**src/rtl/imem_if.sv**
```systemverilog
// imem_if: instruction-cache request/ready handshake between fetch and cache
interface imem_if #(
   parameter int XLEN = 32
) ();
   logic            req;
   logic [XLEN-1:0] addr;
   logic            ready;
   logic [XLEN-1:0] rdata;
   modport master (output req, addr, input ready, rdata);
   modport slave (input req, addr, output ready, rdata);
endinterface

```
**src/rtl/fetch_unit.sv**
```systemverilog
// fetch_unit: PC owner, icache fetch handshake and IF/ID register with stall, hold buffer and redirect squash
module fetch_unit #(
   parameter int              XLEN     = 32,
   parameter logic [XLEN-1:0] RESET_PC = '0,
   parameter logic [XLEN-1:0] NOP_INST = XLEN'(32'h0000_0013)
) (
   input  logic            clk_i,
   input  logic            rst_ni,
   input  logic            pc_write_i,
   input  logic            if_id_write_i,
   input  logic            dcache_stall_i,
   input  logic            br_taken_i,
   input  logic [XLEN-1:0] br_target_i,
   imem_if.master          imem,
   output logic [XLEN-1:0] pc_o,
   output logic [XLEN-1:0] inst_o,
   output logic            valid_o
);
   typedef enum logic [1:0] {BOOT, FETCH, HOLD, DROP} state_t;
   state_t          state_q, state_d;
   logic [XLEN-1:0] pc_q, pc_d, req_addr_q, req_addr_d;
   logic [XLEN-1:0] hold_pc_q, hold_pc_d, hold_inst_q, hold_inst_d;
   logic [XLEN-1:0] pc_out_q, pc_out_d, inst_q, inst_d;
   logic            valid_q, valid_d;
   logic            adv, acc;
   assign adv       = if_id_write_i & pc_write_i & ~dcache_stall_i;
   assign imem.req  = (state_q == FETCH) || (state_q == DROP);
   // DROP keeps presenting the abandoned address until the cache completes it
   assign imem.addr = (state_q == DROP) ? req_addr_q : pc_q;
   assign acc       = imem.req & imem.ready;
   assign pc_o      = pc_out_q;
   assign inst_o    = inst_q;
   assign valid_o   = valid_q;
   always_comb begin
      state_d     = state_q;
      pc_d        = pc_q;
      req_addr_d  = imem.req ? imem.addr : req_addr_q;
      hold_pc_d   = hold_pc_q;
      hold_inst_d = hold_inst_q;
      pc_out_d    = pc_out_q;
      inst_d      = inst_q;
      valid_d     = valid_q;
      if (br_taken_i) begin
         state_d     = (imem.req && !acc) ? DROP : FETCH;
         pc_d        = br_target_i;
         pc_out_d    = br_target_i;
         inst_d      = NOP_INST;
         valid_d     = 1'b0;
         hold_pc_d   = '0;
         hold_inst_d = NOP_INST;
      end else begin
         unique case (state_q)
            BOOT: state_d = FETCH;
            FETCH: begin
               if (acc && adv) begin
                  pc_out_d = pc_q;
                  inst_d   = imem.rdata;
                  valid_d  = 1'b1;
                  pc_d     = pc_q + XLEN'(4);
               end else if (acc) begin
                  hold_pc_d   = pc_q;
                  hold_inst_d = imem.rdata;
                  state_d     = HOLD;
               end else if (adv) begin
                  inst_d  = NOP_INST;
                  valid_d = 1'b0;
               end
            end
            HOLD: begin
               if (adv) begin
                  pc_out_d = hold_pc_q;
                  inst_d   = hold_inst_q;
                  valid_d  = 1'b1;
                  pc_d     = pc_q + XLEN'(4);
                  state_d  = FETCH;
               end
            end
            DROP: state_d = acc ? FETCH : DROP;
         endcase
      end
   end
   always_ff @(posedge clk_i or negedge rst_ni) begin
      if (!rst_ni) begin
         state_q     <= BOOT;
         pc_q        <= RESET_PC;
         req_addr_q  <= RESET_PC;
         hold_pc_q   <= '0;
         hold_inst_q <= NOP_INST;
         pc_out_q    <= '0;
         inst_q      <= NOP_INST;
         valid_q     <= 1'b0;
      end else begin
         state_q     <= state_d;
         pc_q        <= pc_d;
         req_addr_q  <= req_addr_d;
         hold_pc_q   <= hold_pc_d;
         hold_inst_q <= hold_inst_d;
         pc_out_q    <= pc_out_d;
         inst_q      <= inst_d;
         valid_q     <= valid_d;
      end
   end
endmodule
```
**src/flat_wrapper.sv**
```systemverilog
// flat-port wrapper written by rule: the top's interface ports become plain ports
module fetch_unit_flat 
#(
   parameter int              XLEN     = 32,
   parameter logic [XLEN-1:0] RESET_PC = '0,
   parameter logic [XLEN-1:0] NOP_INST = XLEN'(32'h0000_0013)
)
  (clk_i, rst_ni, pc_write_i, if_id_write_i, dcache_stall_i, br_taken_i, br_target_i, pc_o, inst_o, valid_o, imem_req, imem_addr, imem_ready, imem_rdata);
  imem_if #(.XLEN(XLEN)) imem_i ();
  input  logic clk_i;
  input  logic rst_ni;
  input  logic pc_write_i;
  input  logic if_id_write_i;
  input  logic dcache_stall_i;
  input  logic br_taken_i;
  input  logic [XLEN-1:0] br_target_i;
  output logic [XLEN-1:0] pc_o;
  output logic [XLEN-1:0] inst_o;
  output logic valid_o;
  output wire logic [$bits(imem_i.req)-1:0] imem_req;
  output wire logic [$bits(imem_i.addr)-1:0] imem_addr;
  input wire logic [$bits(imem_i.ready)-1:0] imem_ready;
  input wire logic [$bits(imem_i.rdata)-1:0] imem_rdata;
  assign imem_req = imem_i.req;
  assign imem_addr = imem_i.addr;
  assign imem_i.ready = imem_ready;
  assign imem_i.rdata = imem_rdata;
  fetch_unit #(.XLEN(XLEN), .RESET_PC(RESET_PC), .NOP_INST(NOP_INST)) u_core (.clk_i(clk_i), .rst_ni(rst_ni), .pc_write_i(pc_write_i), .if_id_write_i(if_id_write_i), .dcache_stall_i(dcache_stall_i), .br_taken_i(br_taken_i), .br_target_i(br_target_i), .imem(imem_i), .pc_o(pc_o), .inst_o(inst_o), .valid_o(valid_o));
endmodule
```
**config.mk**
```make
export PLATFORM = sky130hd
export DESIGN_NAME = fetch_unit_flat
export DESIGN_NICKNAME = d
export VERILOG_FILES = /design/src/rtl/imem_if.sv /design/src/rtl/fetch_unit.sv /design/src/flat_wrapper.sv
export SDC_FILE = /design/constraint.sdc
export NUM_CORES = 1
export LEC_CHECK = 0
export ABC_AREA = 1
export CAP_MARGIN = 20
export CORE_ASPECT_RATIO = 1.1
export CORE_UTILIZATION = 47
export CTS_CLUSTER_DIAMETER = 100
export DETAILED_ROUTE_END_ITERATION = 16
export PLACE_DENSITY = 0.72
export RECOVER_POWER = 50
export SKIP_LAST_GASP = 1
export SLEW_MARGIN = 20
export SYNTH_ARGS = -nofsm -noshare
export SYNTH_HDL_FRONTEND = slang
export SYNTH_SLANG_ARGS = --single-unit
```
**constraint.sdc**
```tcl
create_clock -name clk_i -period 1.9 [get_ports clk_i]
set_input_delay 0.19 -clock clk_i [delete_from_list [all_inputs] [get_ports clk_i]]
set_output_delay 0.19 -clock clk_i [all_outputs]
set_load 0.02 [all_outputs]
```
==> run metrics <==
Post-synth top cells=nand2_1 (275), dfrtp_1 (189), nor2_1 (151), a21oi_1 (138), o21ai_0 (84); vias in the first global route=between 8000 and 9000; footprint of the multi-input gates=roughly 3700 µm²; final wirelength=27060 µm; Tmin final=between 1500 and 2000 ps; critical path class=flip-flop to primary output; Via density=5.470; Reg power frac=0.378; Die Span X=135.7 µm; Net Switching=around 6.7 mW; status=finished, violations left; Synth cell types=33; worst skew pair latency=430 ps; Core Rows=53; CP Launch Type=flip-flop; period utilization=0.9999; synthesized instance count=between 1000 and 1500; crit path DAT=1710 ps; initial core utilization=0.4822; H-tree level count=4; DRC violations left=0; number of CTS-inserted buffers=17; total grt overflow=0; Top FF cell, synth=dfrtp_1; sequential-to-total area share from yosys stat=0.5288; Yosys reg bits=195; max frequency=between 500 and 600 MHz; Chip Height=149.1 µm; CP endpoint kind=primary output; Setup violations, final=0; Clk pwr share=0.213; syn nets=about 1200; pwr dens=1400 nW/µm²; initial DRC count=between 700 and 800; area share of the largest cell type after synthesis=0.5118; Slew HR=-0.02091; Nets=roughly 1400; gr usage total=0.2729; register area=between 4000 and 5000 µm²; Clock Path Buffers=2; Max-Cap Viols=1; worst endpoint required time=1710 ps; worst ir drop on vdd=roughly 860 µV; drt wl/cell=about 17 µm; first-pass GRT wire length=roughly 43000 µm; Power Total=16.85 mW; I/O pins=approximately 170; P_int=10.15 mW; Syn Std Cell Area=approximately 9200 µm²; failing checks=capacitance limit, slew limit; number of synthesized flops with an enable pin=0; clock sinks=195; GP Congestion=approximately 0.93; Comb pwr share=0.408; Worst Hold Class=input port to flip-flop; number of routed nets with antenna violations=0; Worst-Margin Slew=1531 ps; via count=8768; post-synth top area cell=dfrtp_1; unrepaired setup endpoints after global routing=true; setup ws final=approximately 0.25 ps; yosys warns=0; top cells by area, synth=dfrtp_1 (51%), nand2_1 (11%), a21oi_1 (7.5%), nor2_1 (6.1%), o21ai_0 (4.5%); Reg clk slew, reported paths=~70 ps; die area=20230 µm²; Max Clock Skew=between 5 and 6 ps; utilization after layout=0.6280; pre-CTS setup slack=-25.53 ps; synthesis-to-finish area growth=30.23%; initial antenna violation count=0; mean post-synth cell area=7.953 µm²; drt pass-1 iters=7; Port Buffers=168; Core ar.=approximately 19000 µm²; largest net degree at the start of global routing=65; Max Slew Vio Count=58; Static Leak=about 5.6 nW; number of antenna diodes=0; CTS tree=yes; switching share of power=0.3976; # fillers=1694; HPWL after DPL=18080 µm; largest fanout on the critical path=20; Hold Vio Cnt, Final=0; most frequent cell after synthesis=nand2_1; Synth async-reset ratio=1.000; Root Buffer=clkbuf_16; ratio of cells with drive above 1 in the final layout=0.1114
## cell usage in the layout, fill, tap and decap left out, types with 9 or more instances in the layout
cell type        instances
nand2_1                273
dfrtp_1                189
o21ai_1                 30
inv_1                   80
a22oi_1                 13
buf_4                   44
clkdlybuf4s50_1        117
a21oi_1                137
buf_2                   21
clkbuf_16               18
a22o_1                   9
o21ai_0                 84
nand3_1                 67
nor2_1                 148
o22ai_1                 18
dlygate4sd3_1           18
buf_12                  12
## sequential cells by signal (all words and copies together), names as in the netlist
| register | cells |
|---|---|
| u_core.pc_o | 32 |
| u_core.inst_o | 32 |
| u_core.hold_inst_q | 32 |
| u_core.valid_o | 1 |
| u_core.state_q | 2 |
| u_core.hold_pc_q | 32 |
| u_core.req_addr_q | 32 |
| u_core.pc_q | 32 |
## what timing repair did
item                       4_1_cts  5_1_grt
hold endpoints to repair        51        0
setup endpoints to repair       32       50
resized for setup               98       27
buffers inserted                 2        3
gates cloned                     1        1
hold buffers                     1        0
## worst paths after layout
check	start	end	slack (ps)	cells after the start
worst max register to register	u_core.state_q[0]	u_core.pc_o[12]	70	12
min in group asynchronous	rst_ni	u_core.inst_o[14]	670	2
worst max-delay path	u_core.state_q[1]	imem_addr[16]	0.3	4
max in group asynchronous	rst_ni	u_core.pc_o[22]	240	3
worst min register to register	u_core.hold_inst_q[10]	u_core.hold_inst_q[10]	480	2
worst min-delay path	br_taken_i	u_core.hold_pc_q[21]	270	4
## cell type report
cell class                      count  area share
Inverter                           88     0.02797
Clock buffer                       21     0.03743
Timing Repair Buffer              228      0.1829
Multi-Input combinational cell    813      0.3095
Tap cell                          247     0.02568
Sequential cell                   195      0.4061
Clock inverter                     11     0.01050
## power by group through the flow
stage	clock network, mW	registers (mW)	logic [mW]
final	3.60	6.38	6.88
after global routing	3.80	6.55	7.49
after CTS	3.64	6.36	6.98
after detailed placement	0	6.42	7.13
after global placement	0	6.39	7.02
after floorplan	0	6.80	3.34
## worst max-delay path, stage by stage, from the launching register on
cell,delay [ps]
dfrtp_1,400
nand2_4,130
bufbuf_16,320
a21oi_1,210
clkbuf_2,210
## kinds of logic after synthesis
kind of cell | Yosys count | share of synthesized area
AND/OR/NAND/NOR | 509 | 0.2206
flip-flops | 195 | 0.5288
buffers and inverters | 154 | 0.07095
adder cells (fa/ha/maj) | 1 | 0.001354
AO/OA/AOI/OAI | 300 | 0.1755
XOR/XNOR | 3 | 0.002844
## routing by layer
metal  wire length (µm)  global-route usage  vias to the layer above
met1              11790              0.3726                     4178
li1                   -                   -                     4174
met5                  0                   0                        -
met2              12900              0.4472                      380
met4                477             0.09101                        0
met3               1899             0.03636                       36
## per-stage QoR
step,cell area [µm²],hold slack [ps],TNS [ps],instances
2_1_floorplan,9241,-105.6,0,1162
3_3_place_gp,11490,222.3,0,1563
3_5_place_dp,11490,230.9,-204.6,1563
4_1_cts,12060,266.4,-149.6,1599
5_1_grt,12040,324.2,-566.7,1603
6_report,12040,269.4,0,1603
No activity file was read; power rests on OpenSTA's default activity.
